File: config.mk
export PLATFORM = sky130hd
export DESIGN_NAME = snn_spike_count_classifier
export DESIGN_NICKNAME = d
export VERILOG_FILES = /design/src/rtl/snn_spike_count_classifier.sv
export SDC_FILE = /design/constraint.sdc
export NUM_CORES = 1
export LEC_CHECK = 0
export ABC_AREA = 1
export BUFFER_PORTS_ARGS = -buffer_cell sky130_fd_sc_hd__buf_2
export CAP_MARGIN = 20
export CORE_MARGIN = 10
export CORE_UTILIZATION = 64
export CTS_BUF_LIST = sky130_fd_sc_hd__clkbuf_8
export DETAILED_ROUTE_END_ITERATION = 10
export HOLD_SLACK_MARGIN = 0.06
export PLACE_DENSITY = 0.91
export SLEW_MARGIN = 20
export SYNTH_ARGS = -nofsm -noshare
export SYNTH_HDL_FRONTEND = slang
export SYNTH_SLANG_ARGS = --single-unit
File: constraint.sdc
create_clock -name clk -period 3.49 [get_ports clk]
set_input_delay 0.5235 -clock clk [delete_from_list [all_inputs] [get_ports clk]]
set_output_delay 0.5235 -clock clk [all_outputs]
set_load 0.01 [all_outputs]
File: src/rtl/snn_spike_count_classifier.sv
`default_nettype none
// ============================================================================
// Module      : snn_spike_count_classifier
// Description : Output-layer readout for the SNN pipeline. Accumulates the
//               per-neuron output spikes over one frame of N_STEPS timesteps
//               into saturating counters, then scans the counters one neuron
//               per cycle and reports the argmax (ties go to the lowest index).
// Ports       : clk            - clock, all state on the rising edge
//               rst_n          - asynchronous active-low reset
//               frame_start_i  - pulse: clear counters and begin a new frame
//               step_valid_i   - pulse: spikes_bits_i holds one timestep
//               spikes_bits_i  - spike vector, bit i = neuron i
//               busy_o         - high while a frame or scan is in progress
//               class_valid_o  - one-cycle pulse, result outputs updated
//               class_id_o     - index of the winning neuron
//               class_count_o  - spike count of the winner
//               class_none_o   - every counter was zero for the frame
// Revision    : 1.0 - initial release
// ============================================================================
module snn_spike_count_classifier #(
  parameter int N_CLS   = 10,
  parameter int N_STEPS = 25,
  parameter int CNT_W   = 8
) (
  input  logic                       clk,
  input  logic                       rst_n,
  input  logic                       frame_start_i,
  input  logic                       step_valid_i,
  input  logic [N_CLS-1:0]           spikes_bits_i,
  output logic                       busy_o,
  output logic                       class_valid_o,
  output logic [$clog2(N_CLS)-1:0]   class_id_o,
  output logic [CNT_W-1:0]           class_count_o,
  output logic                       class_none_o
);

  localparam int ID_W   = $clog2(N_CLS);
  localparam int STEP_W = $clog2(N_STEPS + 1);

  localparam logic [1:0] S_IDLE  = 2'd0;
  localparam logic [1:0] S_ACCUM = 2'd1;
  localparam logic [1:0] S_SCAN  = 2'd2;

  localparam logic [STEP_W-1:0] LAST_STEP = STEP_W'(N_STEPS - 1);
  localparam logic [ID_W-1:0]   LAST_IDX  = ID_W'(N_CLS - 1);
  localparam logic [CNT_W-1:0]  CNT_MAX   = '1;

  logic [1:0]        state_q, state_d;
  logic [CNT_W-1:0]  cnt_q [N_CLS];
  logic [STEP_W-1:0] step_cnt_q;
  logic [ID_W-1:0]   idx_q;
  logic [CNT_W-1:0]  best_cnt_q;
  logic [ID_W-1:0]   best_id_q;
  logic              class_valid_q;
  logic [ID_W-1:0]   class_id_q;
  logic [CNT_W-1:0]  class_count_q;
  logic              class_none_q;

  logic              w_last_step;
  logic [CNT_W-1:0]  w_cand_cnt;
  logic [CNT_W-1:0]  w_best_cnt;
  logic [ID_W-1:0]   w_best_id;

  assign w_last_step = (step_cnt_q == LAST_STEP);

  // Running best after evaluating the current scan index. Index 0 always
  // loads; later indices replace only on a strictly greater count, which
  // keeps ties on the lowest index.
  always_comb begin
    w_cand_cnt = cnt_q[idx_q];
    w_best_cnt = best_cnt_q;
    w_best_id  = best_id_q;
    if ((idx_q == '0) || (w_cand_cnt > best_cnt_q)) begin
      w_best_cnt = w_cand_cnt;
      w_best_id  = idx_q;
    end
  end

  // ---------------------------------------------------------------- state reg
  always_ff @(posedge clk or negedge rst_n) begin
    if (!rst_n) begin
      state_q <= S_IDLE;
    end else begin
      state_q <= state_d;
    end
  end

  // ---------------------------------------------------------------- next state
  always_comb begin
    state_d = state_q;
    if (frame_start_i) begin
      state_d = S_ACCUM;
    end else begin
      case (state_q)
        S_ACCUM: if (step_valid_i && w_last_step) state_d = S_SCAN;
        S_SCAN:  if (idx_q == LAST_IDX)           state_d = S_IDLE;
        default: state_d = state_q;
      endcase
    end
  end

  // ---------------------------------------------------------------- outputs
  always_comb begin
    busy_o = (state_q != S_IDLE);
  end

  assign class_valid_o = class_valid_q;
  assign class_id_o    = class_id_q;
  assign class_count_o = class_count_q;
  assign class_none_o  = class_none_q;

  // ---------------------------------------------------------------- datapath
  always_ff @(posedge clk or negedge rst_n) begin
    if (!rst_n) begin
      for (int i = 0; i < N_CLS; i++) cnt_q[i] <= '0;
      step_cnt_q    <= '0;
      idx_q         <= '0;
      best_cnt_q    <= '0;
      best_id_q     <= '0;
      class_valid_q <= 1'b0;
      class_id_q    <= '0;
      class_count_q <= '0;
      class_none_q  <= 1'b0;
    end else begin
      class_valid_q <= 1'b0;
      if (frame_start_i) begin
        // Abort anything in progress; a coincident step is dropped and the
        // held result outputs are left untouched.
        for (int i = 0; i < N_CLS; i++) cnt_q[i] <= '0;
        step_cnt_q <= '0;
        idx_q      <= '0;
        best_cnt_q <= '0;
        best_id_q  <= '0;
      end else begin
        case (state_q)
          S_ACCUM: begin
            if (step_valid_i) begin
              for (int i = 0; i < N_CLS; i++) begin
                if (spikes_bits_i[i] && (cnt_q[i] != CNT_MAX)) begin
                  cnt_q[i] <= cnt_q[i] + 1'b1;
                end
              end
              step_cnt_q <= step_cnt_q + 1'b1;
              if (w_last_step) idx_q <= '0;
            end
          end
          S_SCAN: begin
            best_cnt_q <= w_best_cnt;
            best_id_q  <= w_best_id;
            if (idx_q == LAST_IDX) begin
              idx_q         <= '0;
              class_valid_q <= 1'b1;
              class_count_q <= w_best_cnt;
              class_none_q  <= (w_best_cnt == '0);
              class_id_q    <= (w_best_cnt == '0) ? '0 : w_best_id;
            end else begin
              idx_q <= idx_q + 1'b1;
            end
          end
          default: ;
        endcase
      end
    end
  end

endmodule
`default_nettype wire
======== Word level (Yosys, flattened, before mapping) ========
Index checks and enable logic that the tools add are counted.
operators by class
  eq/ne operators ......................... 18
  bitwise operators ....................... 2
  reduce and logical (&&, ||, !) cells .... 43
  add/subtract/negate cells ............... 12
  shift operators ......................... 0
  $lt $le $gt $ge ......................... 2
  multiply operators ...................... 0
  div/mod/pow operators ................... 0
  multiplexer cells ....................... 38
operator list
  kind                   count
  $mux W80               3
  $mux W8                15
  $add A8 B1 Y8 const B  10
  $ne A8 B8 Y1 const B   10
  $reduce_and A3 Y1      13
  $bmux W8 S4            1
  $mux W4                8
  $reduce_bool A2 Y1     14
  $mux W5                3
  $ne A3 B3 Y1 const B   4
  $logic_and A1 B1 Y1    11
  $gt A8 B8 Y1           1
  $logic_not A8 Y1       1
  $pmux W4 S2            1
  $mux W2                3
  $add A5 B1 Y5 const B  1
  $eq A5 B5 Y1 const B   1
  $ge A5 B5 Y1 const B   1
  $not A4 Y5             1
  $add A4 B1 Y4 const B  1
  $eq A4 B4 Y1 const B   1
  $logic_not A4 Y1       1
  $pmux W2 S2            1
  $mux W1                3
  other kinds (6)        6
word-level totals
  bits in read-only memories .............. 0
  memories kept ........................... 0
  memory bits (writable) .................. 0
  register bits ........................... 117
  input port bits ......................... 14
  bits in latches ......................... 0
  output and inout port bits .............. 15

======== Longest topological paths before layout ========
Gate-level depths: netlist of run 1.
  depth in word-level cells ............... 9
  gate-level depth with buffers ........... 25
  mapped depth without buffers ............ 24

======== Worst setup path after synthesis of run 1 ========
Ideal clock, no wire load.
  path kind ............................... register to register
  start ................................... register idx_q[0]
  end ..................................... register class_id_q[0] (netlist: class_id_o[0])
  clock period less this slack ............ 2666 ps
  library setup time ...................... 116 ps
  data required time ...................... 3374 ps
  slack ................................... 824 ps
  arrival time ............................ 2549 ps
  stages on the path, launching flop included .. 24
  path through ............................ dfrtp_1 > buf_4 > buf_4 > o211ai_1 > a21oi_1 > nor2_1 > inv_1 > ha_1 > nand2_1 > inv_2 > nand2_1 > nand2_1 > nand2_1 > nand2_1 > nand2_2 > nand2_2 > buf_4 > nand2_1 > nand2_1 > nand2_1 > nor2_2 > nand2_1 > nand2_1 > nand2_1
on the way
  word-level cells in the longest chain between the ends .. 9
  elaborated cells between the ends (all ways) .. 13
RTL lines
  what                                        line  source
  from (decl)                                 51    logic [ID_W-1:0] idx_q;
  from (signal assigned)                      157   idx_q <= idx_q + 1'b1;
  $not A4 Y5 (implied by the code)            70    w_cand_cnt = cnt_q[idx_q];
  $bmux W8 S4                                 70
  $mux W8 (implied by the code) (2 in a row)  70
  $gt A8 B8 Y1                                73    if ((idx_q == '0) || (w_cand_cnt > best_cnt_q)) begin
  $logic_or A1 B1 Y1                          73
  $mux W8                                     73
  $logic_not A8 Y1                            155   class_id_q <= (w_best_cnt == '0) ? '0 : w_best_id;
  $mux W4                                     155
  to (signal assigned)                        155
  to (decl)                                   55    logic [ID_W-1:0] class_id_q;
Parallel ways exist; a longest one is shown, timed or not. The select of a mux whose other input is x is not followed.
A chain may end at the register's enable or synchronous reset.

======== Final worst setup path of run 1 ========
  start ................................... register idx_q[1]
  end ..................................... register class_id_q[3] (netlist: class_id_o[3])
Same word-level chain as after synthesis.

==> results of run 1 <==
-- where the power goes --
part | internal [mW] | switching, mW | leakage (nW)
Sequential | 1.46 | 0.0795 | 1.59
Clock | 0.717 | 0.569 | 0.198
Combinational | 0.561 | 1.20 | 1.76
-- sequential cells by signal (all words and copies together) (netlist names) --
| register | cells |
|---|---|
| best_cnt_q | 8 |
| best_id_q | 4 |
| class_count_o | 8 |
| class_id_o | 4 |
| class_none_o | 1 |
| class_valid_o | 1 |
| cnt_q | 80 |
| idx_q | 4 |
| state_q | 2 |
| step_cnt_q | 5 |
-- worst register-to-register path, stage by stage, from the launching register on --
cell and delay, ns:
sky130_fd_sc_hd__dfrtp_1 0.40, sky130_fd_sc_hd__inv_2 0.25, sky130_fd_sc_hd__nand2_1 0.10, sky130_fd_sc_hd__nand3_1 0.07, sky130_fd_sc_hd__nand2_1 0.07, sky130_fd_sc_hd__nand2_1 0.06
sky130_fd_sc_hd__nand2_1 0.06, sky130_fd_sc_hd__nor2_1 0.22, sky130_fd_sc_hd__inv_1 0.07, sky130_fd_sc_hd__ha_1 0.31, sky130_fd_sc_hd__nand2_1 0.07, sky130_fd_sc_hd__nor2_1 0.14
sky130_fd_sc_hd__nand2_1 0.07, sky130_fd_sc_hd__nand2_1 0.06, sky130_fd_sc_hd__nand2_2 0.13, sky130_fd_sc_hd__nand2_4 0.19, sky130_fd_sc_hd__nand2_1 0.09, sky130_fd_sc_hd__nand2_1 0.13
sky130_fd_sc_hd__nand2_1 0.07, sky130_fd_sc_hd__nor2_1 0.20, sky130_fd_sc_hd__nand2_1 0.15, sky130_fd_sc_hd__nand2_1 0.10, sky130_fd_sc_hd__nand2_1 0.05
-- layer usage --
layer  vias up  track usage [%]  wire [um]
met3        43             4.88        895
met2       210             36.7       7800
met4         0             11.8        448
met1      2914             28.1       7070
met5         -                0          0
li1       3128                -          -
-- cells in the final DEF, fill, tap and decap left out, types with 3 or more instances in the layout --
master | Yosys | layout
sky130_fd_sc_hd__clkinvlp_4 | 0 | 4
sky130_fd_sc_hd__nand3_1 | 71 | 71
sky130_fd_sc_hd__o31ai_1 | 3 | 3
sky130_fd_sc_hd__a21oi_1 | 54 | 54
sky130_fd_sc_hd__dfrtp_1 | 117 | 116
sky130_fd_sc_hd__clkbuf_8 | 0 | 18
sky130_fd_sc_hd__nor2_1 | 67 | 66
sky130_fd_sc_hd__ha_1 | 23 | 23
sky130_fd_sc_hd__inv_2 | 5 | 6
sky130_fd_sc_hd__or2_2 | 4 | 4
sky130_fd_sc_hd__buf_4 | 7 | 13
sky130_fd_sc_hd__nor3_1 | 43 | 43
sky130_fd_sc_hd__clkinv_4 | 0 | 3
sky130_fd_sc_hd__nor4_1 | 4 | 4
sky130_fd_sc_hd__o21a_1 | 6 | 6
sky130_fd_sc_hd__nor2_2 | 3 | 4
sky130_fd_sc_hd__nand2_1 | 246 | 246
sky130_fd_sc_hd__inv_1 | 110 | 110
sky130_fd_sc_hd__and3_1 | 3 | 3
sky130_fd_sc_hd__nand4_1 | 18 | 18
sky130_fd_sc_hd__o22ai_1 | 8 | 8
sky130_fd_sc_hd__o21ai_0 | 69 | 69
sky130_fd_sc_hd__o211ai_1 | 26 | 26
sky130_fd_sc_hd__buf_2 | 10 | 27
sky130_fd_sc_hd__bufinv_16 | 0 | 3
-- synth_stat cells (4+ instances only) --
master	instances
sky130_fd_sc_hd__nor3_1	43
sky130_fd_sc_hd__a21oi_1	54
sky130_fd_sc_hd__o21a_1	6
sky130_fd_sc_hd__nand4_1	18
sky130_fd_sc_hd__buf_4	7
sky130_fd_sc_hd__inv_2	5
sky130_fd_sc_hd__clkbuf_1	9
sky130_fd_sc_hd__o22ai_1	8
sky130_fd_sc_hd__o21ai_0	69
sky130_fd_sc_hd__buf_2	10
sky130_fd_sc_hd__nand2_1	246
sky130_fd_sc_hd__nor4_1	4
sky130_fd_sc_hd__inv_1	110
sky130_fd_sc_hd__nand3_1	71
sky130_fd_sc_hd__ha_1	23
sky130_fd_sc_hd__nor2_1	67
sky130_fd_sc_hd__or2_2	4
sky130_fd_sc_hd__dfrtp_1	117
sky130_fd_sc_hd__o211ai_1	26
-- layout make-up --
type                       instances  area, um2  area share [%]
multi-input combinational        661       3270            43.7
inverter                         115        432            5.77
clock buffer                      18        248            3.31
sequential                       117       2930            39.1
tap                              136        170            2.27
clock inverter                    13        160            2.14
timing repair buffer              42        273            3.65
-- cell families after synthesis --
family,count (synthesis)
compound gates,172
simple gates,463
xor+xnor,3
buf+inv,146
flops,117
fa+ha+maj,23
-- metrics by stage --
step | setup TNS, ns | hold slack [ns]
floorplan | 0 | 0.228
detailed placement | 0 | 0.461
global placement | 0 | 0.458
finish | 0 | 0.150
global route | -0.0409 | 0.192
CTS | 0 | 0.157
-- path summary, 6_finish.rpt --
check	endpoint	depth (start not counted)	slack (ns)	start
max	class_id_o[3]	22	0.31	idx_q[1]
min	cnt_q[31]	1	0.15	rst_n
max reg2reg	class_id_o[3]	22	0.31	idx_q[1]
min reg2reg	class_id_o[3]	2	0.47	class_id_o[3]
max in group asynchronous	idx_q[0]	2	2.56	rst_n
min in group clk	cnt_q[7]	3	0.40	spikes_bits_i[9]
-- timing repair --
action,CTS,global route
endpoints found under the hold margin,0,0
hold buffers,0,0
setup buffers,0,2
setup endpoints to repair,0,5
resized for setup,0,2
==> parameters.txt, run 1 <==
Parameter                              Value

Critical path
  Critical path class ... flop to flop
  Count of buffer and inverter cells on the critical path ... 2
  Nature of the critical path startpoint ... flop
  Dominant cell type by count on the critical path ... sky130_fd_sc_hd__nand2_1
  Ordered list of cells on the worst path ... inv_2 > nand2_1 > nand3_1 > nand2_1 > nand2_1 > nand2_1 > nor2_1 > inv_1 > ha_1 > nand2_1 > nor2_1 > nand2_1 > nand2_1 > nand2_2 > nand2_4 > nand2_1 > nand2_1 > nand2_1 > nor2_1 > nand2_1 > nand2_1 > nand2_1
  Crit path arrival time ... 3.52 ns
  Worst path max stage delay ... 0.40 ns
  Cell with the biggest individual delay on the critical path ... sky130_fd_sc_hd__dfrtp_1
  Cell class contributing the biggest share of worst-path delay ... simple AND/OR/NAND/NOR gates
  Top fanout value on the critical path ... 18
  Data required time at the worst endpoint ... 3.83 ns
  Worst setup EP type ... flop

Synth
  Synthesized net count ... 961
  Predominant post-synthesis flop cell ... sky130_fd_sc_hd__dfrtp_1
  Yosys synthesis warning count ... 0
  Compound-cell area share of the yosys netlist ... 14.3%
  Simple-gate share of the synthesized area ... 29.1%
  Synthesized netlist cell count ... 924
  Fraction of the mapped netlist area in adder cells ... 4.24%
  Number of flip-flops and latches in the synthesized netlist ... 117
  Synth top area share ... 43.1%
  Top cells by area in the synthesized netlist ... sky130_fd_sc_hd__dfrtp_1 (43%), sky130_fd_sc_hd__nand2_1 (14%), sky130_fd_sc_hd__inv_1 (6.1%)
  Count of flip-flops with a built-in enable after synthesis ... 0
  Number of library cell types mapped by synthesis ... 34
  Combinational family with the most area after synthesis ... simple AND/OR/NAND/NOR gates
  Per-instance average area after synthesis ... 7.35 um2
  Post-Synth XOR/XNOR Area ... 0.387%
  Async S/R FF share, synth ... 100%
  Fraction of the yosys area taken by sequential cells ... 43.1%
  Post-synthesis instance area ... 0.00679 mm2
  Synth area leader ... sky130_fd_sc_hd__dfrtp_1
  Mux share of post-synthesis cell area ... 0%

Clocking
  Clock Tree Root ... sky130_fd_sc_hd__clkbuf_8
  Clock-pin slew on the worst setup and hold paths ... 0.08 ns
  CTS tree ... done
  Number of H-tree levels ... 4
  Worst-case clock buffer depth ... 2
  Num Clock Sinks ... 117
  Worst-skew pair later-pin latency ... 0.45 ns
  Clock buffer count from CTS ... 17

STA
  Final max-slew violation count ... 0
  Setup Viol. Count Final ... 0
  Top achievable clock speed ... 314 MHz
  Final setup skew ... 0.0106 ns
  Worst path setup slack after routing ... 0.307 ns
  Least-Margin Pin Slew ... 0.778 ns
  Share of the cycle needed by the critical path after routing ... 91.2%
  Count of endpoints failing hold in the final timing report ... 0
  Final critical path time including I/O delays and setup ... 3.18 ns
  Tightest slew margin relative to the limit ... 48.1%

Drt
  Drt via density ... 5.71
  Starting DRT DRC Count ... 590
  Post-DRT Antenna Nets ... 0
  Pre-antenna DRT Iters ... 6
  Final wirelength ... 16,200 um
  Remaining DRCs ... 0
  Drt wl/cell ... 14.7 um
  Via count of the routed design ... 6,295

Power and ir drop
  Post-layout total power ... 4.59 mW
  Leakage Power ... 3.55 nW
  Maximum ir drop on the vdd rail ... 0.367 mV
  Power density over the cells ... 614 mW/mm2

Global route
  Largest net degree at the start of global routing ... 58
  Overall track demand over capacity in global routing ... 22.7%
  Number of antenna violations at the first check in global routing ... 0
  Remaining global-route overflow ... 0
  Number of global-route vias before repair ... 5,971
  First-pass GRT wire length ... 27,800 um

Finish
  Total non-filler cell area in the finished layout ... 0.00748 mm2
  Fin cells ... 1,102
  Area Growth Syn to Fin ... 10.1%
  Share of layout cells above drive strength 1 ... 9.52%
  Antenna diode count ... 0
  Final design utilization ... 72.5%
  Number of filler cells placed in the layout ... 807
  Final net count ... 991

Floorplanning
  Die outline height ... 123 um
  Die width ... 123 um
  Die area ... 0.0151 mm2
  Site Rows ... 37
  Ports ... 29
  Starting Density ... 65.8%
  Core box area ... 0.0103 mm2

Placed design
  Worst-case setup slack after placement ... 0.305 ns
  HPWL after detailed placement ... 11,400 um
  Standard cell area after detailed placement ... 0.00705 mm2
  RD Place Congestion ... 0.923
  Number of port buffers ... 28
  Placed insts ... 1,069

Hold path
  Kind of path behind the tightest hold check ... input pin to async pin

Run status
  Status ... completed

Flow run
  Max capacitance violation total ... 0
No activity file was read; power rests on OpenSTA's default activity.
==> run 2: changes to the inputs <==
ABC_AREA = 0   (was 1)
==> run 2 against run 1 <==
  * Synthesized cell count decreased by 31%
  * Hold slack worse by 0.0069 ns
  * Clock-buffer cell count increased by 2
  * First-iteration DRC count increased by 4.9%
  * Clock power is 9% higher
  * Critical endpoint is now best_cnt_q[3]
  * Largest power group is now clock
  * Highest routed layer unchanged
==> parameters.txt, run 2 <==
Parameter                              Value

Run status
  Status ... completed (unchanged)

Synth
  Top post-synthesis cells by count ... sky130_fd_sc_hd__dfrtp_1 (117), sky130_fd_sc_hd__nor2_1 (105), sky130_fd_sc_hd__nand2_1 (44) (was sky130_fd_sc_hd__nand2_1 (246), sky130_fd_sc_hd__dfrtp_1 (117), sky130_fd_sc_hd__inv_1 (110))
  Post-synthesis instance area ... 0.00650 mm2 (was 0.00679 mm2)
  Fraction of the yosys area taken by sequential cells ... 45.1% (was 43.1%)
  Predominant post-synthesis flop cell ... sky130_fd_sc_hd__dfrtp_1 (unchanged)
  Count of flip-flops with a built-in enable after synthesis ... 0 (unchanged)
  Synthesized netlist cell count ... 636 (was 924)
  Cell with the most instances after synthesis ... sky130_fd_sc_hd__dfrtp_1 (was sky130_fd_sc_hd__nand2_1)
  Synth area leader ... sky130_fd_sc_hd__dfrtp_1 (unchanged)
  Yosys synthesis warning count ... 0 (unchanged)
  Per-instance average area after synthesis ... 10.2 um2 (was 7.35 um2)
  Async S/R FF share, synth ... 100% (unchanged)
  Number of library cell types mapped by synthesis ... 55 (was 34)
  Synthesized net count ... 673 (was 961)
  Number of flip-flops and latches in the synthesized netlist ... 117 (unchanged)
  Top cells by area in the synthesized netlist ... sky130_fd_sc_hd__dfrtp_1 (45%), sky130_fd_sc_hd__nor2_1 (6.1%), sky130_fd_sc_hd__xor2_1 (5.8%) (was sky130_fd_sc_hd__dfrtp_1 (43%), sky130_fd_sc_hd__nand2_1 (14%), sky130_fd_sc_hd__inv_1 (6.1%))
  Synth top area share ... 45.1% (was 43.1%)

Placed design
  Placed insts ... 778 (was 1,069)
  HPWL after detailed placement ... 10,500 um (was 11,400 um)
  Worst-case setup slack after placement ... 0.0576 ns (was 0.305 ns)
  RD Place Congestion ... 0.888 (was 0.923)
  Standard cell area after detailed placement ... 0.00678 mm2 (was 0.00705 mm2)
  Number of port buffers ... 28 (unchanged)

STA
  Final max-slew violation count ... 0 (unchanged)
  Share of the cycle needed by the critical path after routing ... 97.6% (was 91.2%)
  Final critical path time including I/O delays and setup ... 3.41 ns (was 3.18 ns)
  Worst hold slack after final layout ... 0.143 ns (was 0.150 ns)
  Least-Margin Pin Slew ... 0.764 ns (was 0.778 ns)
  Count of endpoints failing hold in the final timing report ... 0 (unchanged)
  Final setup skew ... 0.0101 ns (was 0.0106 ns)
  Summed negative setup slack over all endpoints ... 0 ns (unchanged)
  Top achievable clock speed ... 294 MHz (was 314 MHz)
  Setup Viol. Count Final ... 0 (unchanged)
  Worst path setup slack after routing ... 0.0840 ns (was 0.307 ns)
  Tightest slew margin relative to the limit ... 49.1% (was 48.1%)

Critical path
  Count of buffer and inverter cells on the critical path ... 3 (was 2)
  Dominant cell type by count on the critical path ... sky130_fd_sc_hd__buf_4 (was sky130_fd_sc_hd__nand2_1)
  Reg-to-reg critical path startpoint ... idx_q[0] (was idx_q[1])
  Nature of the critical path startpoint ... flop (unchanged)
  Cell class contributing the biggest share of worst-path delay ... compound AO/OA/AOI/OAI gates (was simple AND/OR/NAND/NOR gates)
  R2R cell count ... 12 (was 22)
  Critical path class ... flop to flop (unchanged)
  Crit path arrival time ... 3.75 ns (was 3.52 ns)
  Worst path max stage delay ... 0.51 ns (was 0.40 ns)
  Top fanout value on the critical path ... 15 (was 18)
  Flop2flop setup slack ... 0.08 ns (was 0.31 ns)
  Reg-to-Reg End ... best_cnt_q[3] (was class_id_o[3])
  Cell with the biggest individual delay on the critical path ... sky130_fd_sc_hd__mux4_2 (was sky130_fd_sc_hd__dfrtp_1)
  Worst setup EP type ... flop (unchanged)
  Data required time at the worst endpoint ... 3.83 ns (about the same)
  Ordered list of cells on the worst path ... buf_4 > mux4_2 > a211o_1 > ha_1 > nand4_1 > buf_4 > nor2_4 > nor2b_2 > o31ai_2 > buf_4 > nor2_1 > a211oi_1 (was inv_2 > nand2_1 > nand3_1 > nand2_1 > nand2_1 > nand2_1 > nor2_1 > inv_1 > ha_1 > nand2_1 > nor2_1 > nand2_1 > nand2_1 > nand2_2 > nand2_4 > nand2_1 > nand2_1 > nand2_1 > nor2_1 > nand2_1 > nand2_1 > nand2_1)

Clocking
  Worst-skew pair later-pin latency ... 0.45 ns (about the same)
  Number of H-tree levels ... 4 (unchanged)
  Count of hold buffers inserted by post-cts repair ... 0 (unchanged)
  Clock-pin slew on the worst setup and hold paths ... 0.07 ns (was 0.08 ns)
  Clock buffer count from CTS ... 17 (unchanged)
  Worst-case clock buffer depth ... 2 (unchanged)
  Num Clock Sinks ... 117 (unchanged)
  Clock Tree Root ... sky130_fd_sc_hd__clkbuf_8 (unchanged)
  CTS tree ... done (unchanged)

Floorplanning
  Die width ... 121 um (was 123 um)
  Die area ... 0.0146 mm2 (was 0.0151 mm2)
  Core box area ... 0.00982 mm2 (was 0.0103 mm2)
  Site Rows ... 36 (was 37)
  Ports ... 29 (unchanged)
  Die outline height ... 121 um (was 123 um)
  Starting Density ... 66.2% (was 65.8%)

Finish
  Area Growth Syn to Fin ... 12.7% (was 10.1%)
  Antenna diode count ... 0 (unchanged)
  Total non-filler cell area in the finished layout ... 0.00732 mm2 (was 0.00748 mm2)
  Area occupied by registers ... 0.00293 mm2 (about the same)
  Most common library cell in the layout ignoring fill and taps ... sky130_fd_sc_hd__dfrtp_1 (was sky130_fd_sc_hd__nand2_1)
  Number of flip-flops in the largest register ... 80 (unchanged)
  Most frequent cells in the layout ... sky130_fd_sc_hd__dfrtp_1 (116), sky130_fd_sc_hd__nor2_1 (104), sky130_fd_sc_hd__nand2_1 (44), sky130_fd_sc_hd__xor2_1 (43), sky130_fd_sc_hd__mux2i_1 (36) (was sky130_fd_sc_hd__nand2_1 (246), sky130_fd_sc_hd__dfrtp_1 (116), sky130_fd_sc_hd__inv_1 (110), sky130_fd_sc_hd__nand3_1 (71), sky130_fd_sc_hd__o21ai_0 (69))
  Number of filler cells placed in the layout ... 639 (was 807)
  Final design utilization ... 74.6% (was 72.5%)
  Register bank with the most flops ... cnt_q (unchanged)
  Share of layout cells above drive strength 1 ... 15.4% (was 9.52%)
  Area of the multi-input gates ... 0.00340 mm2 (was 0.00327 mm2)
  Fin cells ... 817 (was 1,102)
  Final net count ... 708 (was 991)

Hold path
  Kind of path behind the tightest hold check ... input pin to async pin (unchanged)

Power and ir drop
  Leakage Power ... 3.31 nW (was 3.55 nW)
  Power density over the cells ... 401 mW/mm2 (was 614 mW/mm2)
  Post-layout total power ... 2.94 mW (was 4.59 mW)
  Maximum ir drop on the vdd rail ... 0.301 mV (was 0.367 mV)

Drt
  Post-DRT Antenna Nets ... 0 (unchanged)
  Drt wl/cell ... 19.6 um (was 14.7 um)
  Met3 WL ... 1350 um (was 895 um)
  Length of routed wiring on met1 ... 6440 um (was 7070 um)
  Drt via density ... 6.36 (was 5.71)
  Starting DRT DRC Count ... 619 (was 590)
  Met2 WL ... 7560 um (was 7800 um)
  Via count of the routed design ... 5,196 (was 6,295)
  Pre-antenna DRT Iters ... 6 (unchanged)
  Highest routed layer ... met4 (unchanged)
  Final wirelength ... 16,000 um (was 16,200 um)
  Remaining DRCs ... 0 (unchanged)

Global route
  Remaining global-route overflow ... 0 (unchanged)
  Number of global-route vias before repair ... 5,053 (was 5,971)
  Overall track demand over capacity in global routing ... 21.8% (was 22.7%)
  Number of antenna violations at the first check in global routing ... 0 (unchanged)
  Largest net degree at the start of global routing ... 106 (was 58)
  First-pass GRT wire length ... 25,400 um (was 27,800 um)

Flow run
  Max capacitance violation total ... 0 (unchanged)
==> run 2: cell types whose count changed after synthesis, sizes merged, moves of 41 or more <==
| cell | before | now |
|---|---|---|
| nor3 | 44 | 3 |
| xor2 | 2 | 43 |
| o21ai | 70 | 16 |
| a21oi | 55 | 7 |
| nand3 | 72 | 22 |
| nand2 | 248 | 44 |
| inv | 115 | 15 |
==> run 2: layout make-up <==
cell class	instances	share of cell area, %
multi-input combinational	476	46.5
sequential	117	40.0
timing repair buffer	44	4.27
clock buffer	20	3.76
clock inverter	12	2.39
tap	133	2.27
inverter	15	0.769
==> run 2: cells by family (layout without fill, tap and decap cells) <==
family	Yosys count	in the layout	synth area share, %
AO/OA/AOI/OAI	83	83	9.78
XOR/XNOR	75	75	10.1
adder cells (fa/ha/maj)	23	23	4.43
buffers and inverters	43	91	3.12
flip-flops	117	117	45.1
multiplexers	50	50	9.76
AND/OR/NAND/NOR	245	245	17.8
==> run 2: where the power goes <==
part	switching, mW	total (mW)	internal (mW)
clock network	0.572	1.41	0.834
logic	0.0949	0.144	0.0486
registers	0.0204	1.39	1.37
==> run 2: how the worst max path moves through the flow <==
stage	slack, ns	to	cells past startpoint	start
final	0.08	best_cnt_q[3]	12	idx_q[0]
after global routing	-0.06	best_cnt_q[3]	12	idx_q[0]
after CTS	0.02	class_id_o[3]	10	idx_q[0]
after detailed placement	0.06	class_id_o[3]	10	idx_q[0]
after global placement	0.20	class_id_o[3]	10	idx_q[0]
after floorplan	0.31	class_count_o[6]	12	idx_q[0]
==> run 2: per-layer routing <==
| layer | GRT usage (%) | up-vias |
|---|---|---|
| met1 | 26.4 | 2496 |
| met3 | 6.10 | 77 |
| met4 | 10.4 | 0 |
| li1 | - | 2328 |
| met2 | 35.3 | 295 |
| met5 | 0 | - |
==> run 2: timing repair <==
action,in CTS,in global routing
resized for setup,0,11
buffers inserted,0,7
setup endpoints to repair,0,24
==> run 3: changes to the inputs <==
CORE_UTILIZATION = 35   (was 64)
PLACE_DENSITY = 0.59   (was 0.91)
==> run 3 against run 2 <==
  * Die area up 67%
  * Clock-buffer cell count is 2 higher
  * Non-clock buffer count rose by 9
  * Total power grew 0.57%
  * Largest power group unchanged
  * Highest routed layer unchanged
==> parameters.txt, run 3 (synthesis gave the netlist of run 2 again) <==
Parameter                              Value

Run status
  Status ... completed (unchanged)

Drt
  Via count of the routed design ... 4,953 (was 5,196)
  Remaining DRCs ... 0 (unchanged)
  Starting DRT DRC Count ... 291 (was 619)
  Final wirelength ... 15,500 um (was 16,000 um)
  Post-DRT Antenna Nets ... 0 (unchanged)
  Drt via density ... 5.38 (was 6.36)
  Pre-antenna DRT Iters ... 5 (was 6)
  Drt wl/cell ... 16.9 um (was 19.6 um)

Global route
  Overall track demand over capacity in global routing ... 13.0% (was 21.8%)
  First-pass GRT wire length ... 25,400 um (about the same)
  Largest net degree at the start of global routing ... 52 (was 106)
  Number of antenna violations at the first check in global routing ... 0 (unchanged)
  Remaining global-route overflow ... 0 (unchanged)
  Number of global-route vias before repair ... 5,000 (was 5,053)

Power and ir drop
  Sw power ... 0.673 mW (was 0.687 mW)
  Comb power frac ... 4.9% (about the same)
  Power Internal ... 2.28 mW (was 2.25 mW)
  Post-layout total power ... 2.96 mW (was 2.94 mW)
  Clock network fraction of total power ... 48.1% (was 47.8%)
  Fraction of power spent switching nets ... 22.8% (was 23.4%)
  Maximum ir drop on the vdd rail ... 0.220 mV (was 0.301 mV)
  Power density over the cells ... 394 mW/mm2 (was 401 mW/mm2)
  Sequential group share of total power ... 47.0% (was 47.3%)
  Leakage Power ... 3.37 nW (was 3.31 nW)

Clocking
  Clock buffer count from CTS ... 17 (unchanged)
  Clock-pin slew on the worst setup and hold paths ... 0.07 ns (about the same)
  Worst-case clock buffer depth ... 2 (unchanged)
  CTS tree ... done (unchanged)
  Count of hold buffers inserted by post-cts repair ... 0 (unchanged)
  Number of H-tree levels ... 4 (unchanged)
  Worst-skew pair later-pin latency ... 0.45 ns (about the same)
  Num Clock Sinks ... 117 (unchanged)
  Clock Tree Root ... sky130_fd_sc_hd__clkbuf_8 (unchanged)

Finish
  Total non-filler cell area in the finished layout ... 0.00750 mm2 (was 0.00732 mm2)
  Most common library cell in the layout ignoring fill and taps ... sky130_fd_sc_hd__dfrtp_1 (unchanged)
  Number of flip-flops in the largest register ... 80 (unchanged)
  Share of layout cells above drive strength 1 ... 16.5% (was 15.4%)
  Number of filler cells placed in the layout ... 1,747 (was 639)
  Area occupied by registers ... 0.00293 mm2 (unchanged)
  Antenna diode count ... 0 (unchanged)
  Most frequent cells in the layout ... sky130_fd_sc_hd__dfrtp_1 (116), sky130_fd_sc_hd__nor2_1 (104), sky130_fd_sc_hd__nand2_1 (44), sky130_fd_sc_hd__xor2_1 (43), sky130_fd_sc_hd__mux2i_1 (36) (unchanged)
  Final net count ... 717 (was 708)
  Area Growth Syn to Fin ... 15.4% (was 12.7%)
  Register bank with the most flops ... cnt_q (unchanged)
  Fin cells ... 921 (was 817)
  Area of the multi-input gates ... 0.00343 mm2 (was 0.00340 mm2)

STA
  Final critical path time including I/O delays and setup ... 3.37 ns (was 3.41 ns)
  Setup Viol. Count Final ... 0 (unchanged)
  Worst hold slack after final layout ... 0.0924 ns (was 0.143 ns)
  Least-Margin Pin Slew ... 0.815 ns (was 0.764 ns)
  Count of endpoints failing hold in the final timing report ... 0 (unchanged)
  Final max-slew violation count ... 0 (unchanged)
  Share of the cycle needed by the critical path after routing ... 96.6% (was 97.6%)
  Summed negative setup slack over all endpoints ... 0 ns (unchanged)
  Top achievable clock speed ... 297 MHz (was 294 MHz)
  Tightest slew margin relative to the limit ... 45.6% (was 49.1%)
  Final setup skew ... 0.0129 ns (was 0.0101 ns)

Placed design
  RD Place Congestion ... 0.885 (was 0.888)
  Standard cell area after detailed placement ... 0.00693 mm2 (was 0.00678 mm2)
  Placed insts ... 882 (was 778)
  Number of port buffers ... 28 (unchanged)
  HPWL after detailed placement ... 11,200 um (was 10,500 um)

Critical path
  Top fanout value on the critical path ... 11 (was 15)
  Worst setup EP type ... flop (unchanged)
  Nature of the critical path startpoint ... flop (unchanged)
  Reg-to-reg critical path startpoint ... idx_q[0] (unchanged)
  Cell with the biggest individual delay on the critical path ... sky130_fd_sc_hd__dfrtp_4 (was sky130_fd_sc_hd__mux4_2)
  Crit path arrival time ... 3.71 ns (was 3.75 ns)
  Data required time at the worst endpoint ... 3.83 ns (about the same)
  Count of buffer and inverter cells on the critical path ... 4 (was 3)
  Reg-to-Reg End ... class_id_o[1] (was best_cnt_q[3])
  Dominant cell type by count on the critical path ... sky130_fd_sc_hd__buf_4 (unchanged)
  Ordered list of cells on the worst path ... buf_4 > buf_4 > mux4_2 > a22oi_1 > o21ai_0 > ha_1 > nand4_1 > buf_4 > nor2_4 > a211oi_4 > nor3_2 > buf_2 > a31o_2 > o31ai_1 (was buf_4 > mux4_2 > a211o_1 > ha_1 > nand4_1 > buf_4 > nor2_4 > nor2b_2 > o31ai_2 > buf_4 > nor2_1 > a211oi_1)
  R2R cell count ... 14 (was 12)
  Critical path class ... flop to flop (unchanged)
  Flop2flop setup slack ... 0.12 ns (was 0.08 ns)
  Cell class contributing the biggest share of worst-path delay ... compound AO/OA/AOI/OAI gates (unchanged)
  Worst path max stage delay ... 0.51 ns (about the same)

Floorplanning
  Core box area ... 0.0181 mm2 (was 0.00982 mm2)
  Die outline height ... 156 um (was 121 um)
  Ports ... 29 (unchanged)
  Site Rows ... 49 (was 36)
  Starting Density ... 35.9% (was 66.2%)
  Die area ... 0.0244 mm2 (was 0.0146 mm2)
  Die width ... 156 um (was 121 um)

Flow run
  Max capacitance violation total ... 0 (unchanged)

Hold path
  Kind of path behind the tightest hold check ... input pin to async pin (unchanged)
## run 3: cell count changes in the layout (fill, tap and decap cells not counted), moves of 2 or more
cell                         before  now
sky130_fd_sc_hd__clkinvlp_4       3    1
sky130_fd_sc_hd__buf_4           13   24
sky130_fd_sc_hd__a311oi_2         0    2
sky130_fd_sc_hd__buf_12           4    1
sky130_fd_sc_hd__clkbuf_8        20   22
sky130_fd_sc_hd__a311oi_1         2    0
## run 3: area by class of cell
cell class	instances	area share, %
Clock inverter	9	1.97
Inverter	15	0.751
Tap cell	229	3.82
Multi-Input combinational cell	476	45.8
Sequential cell	117	39.1
Timing Repair Buffer	53	4.57
Clock buffer	22	4.04
## run 3: worst max path at each step
stage / depth (start not counted) / slack [ns] / to / startpoint
floorplan: 12 / 0.31 / class_count_o[6] / idx_q[0]
global placement: 10 / 0.16 / class_id_o[3] / idx_q[0]
detailed placement: 12 / 0.07 / best_cnt_q[2] / idx_q[0]
CTS: 11 / 0.06 / class_id_o[3] / idx_q[0]
global route: 14 / -0.02 / class_id_o[1] / idx_q[0]
finish: 14 / 0.12 / class_id_o[1] / idx_q[0]
## run 3: through the flow
step                      setup slack [ns]  util, %
after floorplan                      0.308        -
after global placement               0.157     38.3
after detailed placement            0.0720     38.3
after CTS                           0.0638     40.8
after global routing               -0.0157     41.5
final                                0.119     41.5
## run 3: timing repair
item                       in CTS  in global routing
setup endpoints to repair       0                 18
buffers inserted                0                  7
gates resized for setup         0                 15
## run 3: power groups by stage
stage               Combinational, mW  Clock (mW)  Sequential (mW)
floorplan                      0.0806           0             1.41
global placement                0.138           0             1.41
detailed placement              0.144           0             1.41
CTS                             0.143        1.45             1.39
global route                    0.164        1.52             1.39
finish                          0.145        1.42             1.39
## run 3: layer usage
| layer | share of wire, % | wire [um] | vias to the layer above | GRT usage [%] |
|---|---|---|---|---|
| met2 | 46 | 7140 | 131 | 20.6 |
| met5 | 0 | 0 | - | 0 |
| met3 | 5.7 | 889 | 28 | 4.30 |
| met1 | 47 | 7230 | 2456 | 16.5 |
| met4 | 1.8 | 283 | 0 | 3.96 |
| li1 | - | - | 2338 | - |
